$ cat config.mk
export PLATFORM = sky130hd
export DESIGN_NAME = fft_sample_window
export DESIGN_NICKNAME = d
export VERILOG_FILES = /design/src/rtl/fft_sample_window.sv
export SDC_FILE = /design/constraint.sdc
export NUM_CORES = 1
export LEC_CHECK = 0
export BUFFER_PORTS_ARGS = -buffer_cell sky130_fd_sc_hd__buf_2
export CORE_MARGIN = 1
export CORE_UTILIZATION = 57
export CTS_CLUSTER_SIZE = 25
export DETAILED_ROUTE_END_ITERATION = 12
export PLACE_DENSITY = 0.91
export SYNTH_ARGS = -nofsm -noshare
export SYNTH_HDL_FRONTEND = slang
export SYNTH_SLANG_ARGS = --single-unit
$ cat constraint.sdc
create_clock -name clk -period 2.8 [get_ports clk]
set_input_delay 0.7 -clock clk [delete_from_list [all_inputs] [get_ports clk]]
set_output_delay 0.7 -clock clk [all_outputs]
set_load 0.005 [all_outputs]
$ cat src/rtl/fft_sample_window.sv
// fft_sample_window: sliding-window sample buffer feeding the FFT core.
// Shifts in one WIDTH-bit sample per accepted strobe and presents all DEPTH
// taps in parallel. Once the window has filled, a one-cycle frame strobe is
// emitted every HOP accepted samples.
//
// Ports:
//   clk            system clock, rising edge
//   rst_n          asynchronous active-low reset
//   en_i           sample strobe, data_i valid this cycle
//   data_i         sample input
//   clear_i        synchronous flush of taps, counters and flags
//   freeze_i       hold taps; strobed samples are dropped
//   window_o       taps; [WIDTH-1:0] newest, top slice oldest
//   frame_valid_o  one-cycle pulse: window holds a complete new frame
//   primed_o       window filled at least once since reset/clear
//   fill_count_o   samples held, saturates at DEPTH
//   dropped_o      sticky: a sample arrived while frozen
module fft_sample_window #(
    parameter int unsigned WIDTH = 8,
    parameter int unsigned DEPTH = 16,
    parameter int unsigned HOP   = 16
) (
    input  logic                       clk,
    input  logic                       rst_n,
    input  logic                       en_i,
    input  logic [WIDTH-1:0]           data_i,
    input  logic                       clear_i,
    input  logic                       freeze_i,
    output logic [DEPTH*WIDTH-1:0]     window_o,
    output logic                       frame_valid_o,
    output logic                       primed_o,
    output logic [$clog2(DEPTH+1)-1:0] fill_count_o,
    output logic                       dropped_o
);

    localparam int unsigned WIN_W  = DEPTH * WIDTH;
    localparam int unsigned FILL_W = $clog2(DEPTH + 1);
    localparam int unsigned HOP_W  = $clog2(HOP) + 1;

    typedef enum logic [1:0] {
        S_EMPTY   = 2'd0,
        S_FILLING = 2'd1,
        S_PRIMED  = 2'd2
    } state_e;

    state_e              state_q, state_d;
    logic [WIN_W-1:0]    window_q, window_d;
    logic [FILL_W-1:0]   fill_q, fill_d;
    logic [HOP_W-1:0]    hop_q, hop_d;
    logic                frame_q, frame_d;
    logic                primed_q, primed_d;
    logic                dropped_q, dropped_d;

    // A sample is taken only when neither clear nor freeze override it
    logic accept;
    logic last_fill;
    assign accept    = en_i & ~freeze_i & ~clear_i;
    assign last_fill = (fill_q == FILL_W'(DEPTH - 1));

    // State register
    always_ff @(posedge clk or negedge rst_n) begin
        if (!rst_n) begin
            state_q <= S_EMPTY;
        end else begin
            state_q <= state_d;
        end
    end

    // Next-state logic
    always_comb begin
        state_d = state_q;
        if (clear_i) begin
            state_d = S_EMPTY;
        end else if (accept) begin
            case (state_q)
                S_EMPTY:   state_d = S_FILLING;
                S_FILLING: state_d = last_fill ? S_PRIMED : S_FILLING;
                S_PRIMED:  state_d = S_PRIMED;
                default:   state_d = S_EMPTY;
            endcase
        end
    end

    // Output / datapath next values
    always_comb begin
        window_d  = window_q;
        fill_d    = fill_q;
        hop_d     = hop_q;
        frame_d   = 1'b0;
        dropped_d = dropped_q;
        primed_d  = (state_d == S_PRIMED);
        if (clear_i) begin
            window_d  = '0;
            fill_d    = '0;
            hop_d     = '0;
            dropped_d = 1'b0;
        end else if (freeze_i) begin
            if (en_i) begin
                dropped_d = 1'b1;
            end
        end else if (en_i) begin
            window_d = {window_q[WIN_W-WIDTH-1:0], data_i};
            if (fill_q != FILL_W'(DEPTH)) begin
                fill_d = fill_q + FILL_W'(1);
            end
            // First frame on entering PRIMED, then one per HOP accepts
            if (state_q == S_FILLING && last_fill) begin
                frame_d = 1'b1;
                hop_d   = '0;
            end else if (state_q == S_PRIMED) begin
                if (hop_q == HOP_W'(HOP - 1)) begin
                    frame_d = 1'b1;
                    hop_d   = '0;
                end else begin
                    hop_d = hop_q + HOP_W'(1);
                end
            end
        end
    end

    // Datapath and output registers
    always_ff @(posedge clk or negedge rst_n) begin
        if (!rst_n) begin
            window_q  <= '0;
            fill_q    <= '0;
            hop_q     <= '0;
            frame_q   <= 1'b0;
            primed_q  <= 1'b0;
            dropped_q <= 1'b0;
        end else begin
            window_q  <= window_d;
            fill_q    <= fill_d;
            hop_q     <= hop_d;
            frame_q   <= frame_d;
            primed_q  <= primed_d;
            dropped_q <= dropped_d;
        end
    end

    assign window_o      = window_q;
    assign frame_valid_o = frame_q;
    assign primed_o      = primed_q;
    assign fill_count_o  = fill_q;
    assign dropped_o     = dropped_q;

    // accept is consumed via the state machine; keep it referenced explicitly
    logic unused_ok;
    assign unused_ok = accept;

endmodule

==> impl_metrics.yaml <==
hold_path:
  min_path_type: "input port to asynchronous set/reset pin"
power:
  power.density_nw_per_um2: 652
  p_leak_nw: 3.57
  p_total_mw: 4.74
  peakVddDrop_v: 0.000409
routing:
  drtIter0Drc: 267
  viasPerCell: 5.39
  ant_nets: 0
  drt_pass1_iterations: 5
  drc_errors: 0
  wirelength_um: 13800
  vias: 4917
  drt-wirelength-per-cell_um: 15.1
sta:
  finalCritPeriodShare_pct: 64.2
  slew_violations: 0
  tightest_slew_ns: 0.628
  fmax_ghz: 0.557
  setup_violations: 0
  relSlewSlack_pct: 58.0
  final_hold_viol_count: 0
  rsz0062_at_grt: "no"
  layout_min_cycle_time_ns: 1.80
  fin_setup_tns_ns: 0
  finClkSkew_ns: 0.00958
worst_setup_path:
  critPathCaptureType: "primary output"
  worst-path-stages: 1
  endpoint: "fill_count_o[0]"
  crit_path_start_kind: "flip-flop"
  crit_buf_inv: 1
  r2r_end: "hop_q[2]$_DFFE_PN0P_"
  rrSetupSlack_ns: 1.04
  cp-startpoint: "fill_count_o[0]$_DFFE_PN0P_"
  cp_slowest_stage_delay_ns: 0.43
  cp_slowest_cell: "dfrtp_1"
  crit_type: "flip-flop to primary output"
  reg2reg_depth: 7
  path_max_fanout: 5
  arrival_ns: 1.10
  timing.rr.start: "fill_count_o[0]$_DFFE_PN0P_"
  worstPathRequired_ns: 2.10
  cp_top_family: "flip-flops"
  crit_path_cell_trace: "buf_2"
placement:
  gp_congestion: 0.767
  hpwlAfterDp_um: 9110
  portBuffers: 148
global_routing:
  grt_usage_pct: 27.1
  grt_pass1_vias: 4615
  met3_usage_pct: 7.46
  grt_pass1_wl_um: 22000
  antenna_found_initial: 0
  busiest_layer: "met2"
  use_met1_pct: 33.8
  grt_max_degree: 60
  grt_overflow: 0
  met2_usage_pct: 45.7
clocking:
  cts.clk_slew.worst_paths_ns: 0.06
  clock_latency_ns: 0.52
  cts_tree: "yes"
  cts_made_buffers: 17
  cts_hold_buffers: 0
  cts_setup_buffers: 0
  max-clock-path-buffers: 2
  cts_resized: 0
  cts-htree-levels: 4
  clock-sinks: 143
  root_buffer: "clkbuf_8"
floorplanning:
  start_util_pct: 59.2
  die_area_um2: 10600
  io_pins: 149
  die_h_um: 103
  rows: 36
  die_width_um: 103
  core_um2: 9860
synthesis:
  syn-cell-area_um2: 5840
  ys_seq_elements: 143
  synth_seq_area_share_pct: 61.3
  avgSynthCellArea_um2: 9.19
  yosys_warnings: 0
  synthDistinctLibCells: 30
  synthesis.nets: 652
  synthCells: 635
job:
  cap_violations: 0
finish:
  nets: 786
  postLayoutCoreUtil_pct: 73.7
  antenna_cells: 0
  drive_above_1_share_pct: 24.9
  area_delta_synth_final_pct: 24.6
outcome:
  status: "finished clean"
area by class of cell:
type	instances	area, um^2
Inverter	4	15.0
Timing Repair Buffer	161	885
Multi-Input combinational cell	442	1980
Clock inverter	11	214
Clock buffer	19	432
Tap cell	133	166
Fill cell	712	2590
Sequential cell	143	3580
cell families (layout without fill, tap and decap cells):
| family | count (synthesis) | count (layout) | share of synthesized area [%] |
|---|---|---|---|
| simple gates | 288 | 288 | 19.4 |
| compound gates | 146 | 146 | 12.8 |
| flops | 143 | 143 | 61.3 |
| buf+inv | 50 | 195 | 4.97 |
| fa+ha+maj | 4 | 4 | 0.858 |
| xor+xnor | 3 | 3 | 0.450 |
| mux | 1 | 1 | 0.172 |
report_power, final:
| group | internal [mW] | total, mW | switching (mW) | leakage, nW |
|---|---|---|---|---|
| combinational | 0.0457 | 0.195 | 0.149 | 1.27 |
| clock | 1.64 | 2.46 | 0.818 | 0.310 |
| sequential | 2.08 | 2.09 | 0.0109 | 1.99 |
sequential cells by signal, summed over array words and instances (netlist names):
name           count
window_o         128
fill_count_o       5
hop_q              5
state_q            2
dropped_o          1
frame_valid_o      1
primed_o           1
per-layer routing:
layer | part of all wire, % | wire [um] | up-vias
met2 | 51 | 7000 | 184
li1 | - | - | 2320
met4 | 1.3 | 181 | 0
met1 | 41 | 5660 | 2394
met5 | 0 | 0 | -
met3 | 6.9 | 958 | 19
synth_stat cells:
| master | count | area, um^2 |
|---|---|---|
| a211oi_1 | 2 | 15.0 |
| a21oi_1 | 137 | 686 |
| a21oi_2 | 1 | 8.76 |
| a22o_1 | 1 | 8.76 |
| and3_1 | 1 | 6.26 |
| and3b_1 | 1 | 8.76 |
| buf_1 | 3 | 11.3 |
| buf_2 | 22 | 110 |
| buf_6 | 10 | 113 |
| clkbuf_1 | 11 | 41.3 |
| dfrtp_1 | 143 | 3580 |
| ha_1 | 4 | 50.1 |
| inv_1 | 4 | 15.0 |
| mux2i_1 | 1 | 10.0 |
| nand2_1 | 262 | 983 |
| nand2b_1 | 3 | 18.8 |
| nand3_1 | 3 | 15.0 |
| nand3b_1 | 2 | 15.0 |
| nand4_1 | 1 | 6.26 |
| nor2_1 | 8 | 30.0 |
| nor2b_1 | 2 | 12.5 |
| nor3_1 | 2 | 10.0 |
| nor3_2 | 1 | 10.0 |
| nor3b_1 | 2 | 15.0 |
| o21ai_0 | 2 | 10.0 |
| o21ai_1 | 1 | 5.00 |
| o21bai_1 | 1 | 7.51 |
| o2bb2ai_1 | 1 | 8.76 |
| xnor2_1 | 1 | 8.76 |
| xor2_1 | 2 | 17.5 |
through the flow:
step | cell area (um^2) | setup WS, ns | std cells | hold slack, ns
2_1_floorplan | 5840 | 1.24 | 635 | 0.404
3_3_place_gp | 6630 | 0.807 | 883 | 0.474
3_5_place_dp | 6630 | 0.699 | 883 | 0.484
4_1_cts | 7270 | 0.988 | 913 | 0.138
5_1_grt | 7270 | 0.890 | 913 | 0.163
6_report | 7270 | 1.00 | 913 | 0.124
worst min path at each step:
stage | startpoint | end
floorplan | rst_n | dropped_o$_DFFE_PN0P_
global placement | dropped_o$_DFFE_PN0P_ | dropped_o$_DFFE_PN0P_
detailed placement | dropped_o$_DFFE_PN0P_ | dropped_o$_DFFE_PN0P_
CTS | rst_n | window_o[85]$_DFFE_PN0P_
global route | rst_n | window_o[85]$_DFFE_PN0P_
finish | rst_n | window_o[85]$_DFFE_PN0P_
layout by cell type (no fill, tap or decap), types with 2 or more instances in the layout:
master      instances
nand3b_1            2
a211oi_1            2
nor3b_1             2
clkbuf_16          16
dfrtp_1           143
clkinv_2            2
buf_2             146
a21oi_1           137
buf_4              11
clkinvlp_4          2
xor2_1              2
bufinv_16           6
nor3_1              2
nor2_1              8
ha_1                4
o21ai_0             2
nand3_1             3
inv_1               4
clkbuf_8            2
buf_12              3
nand2_1           262
nand2b_1            2
No activity file was read; power rests on OpenSTA's default activity.
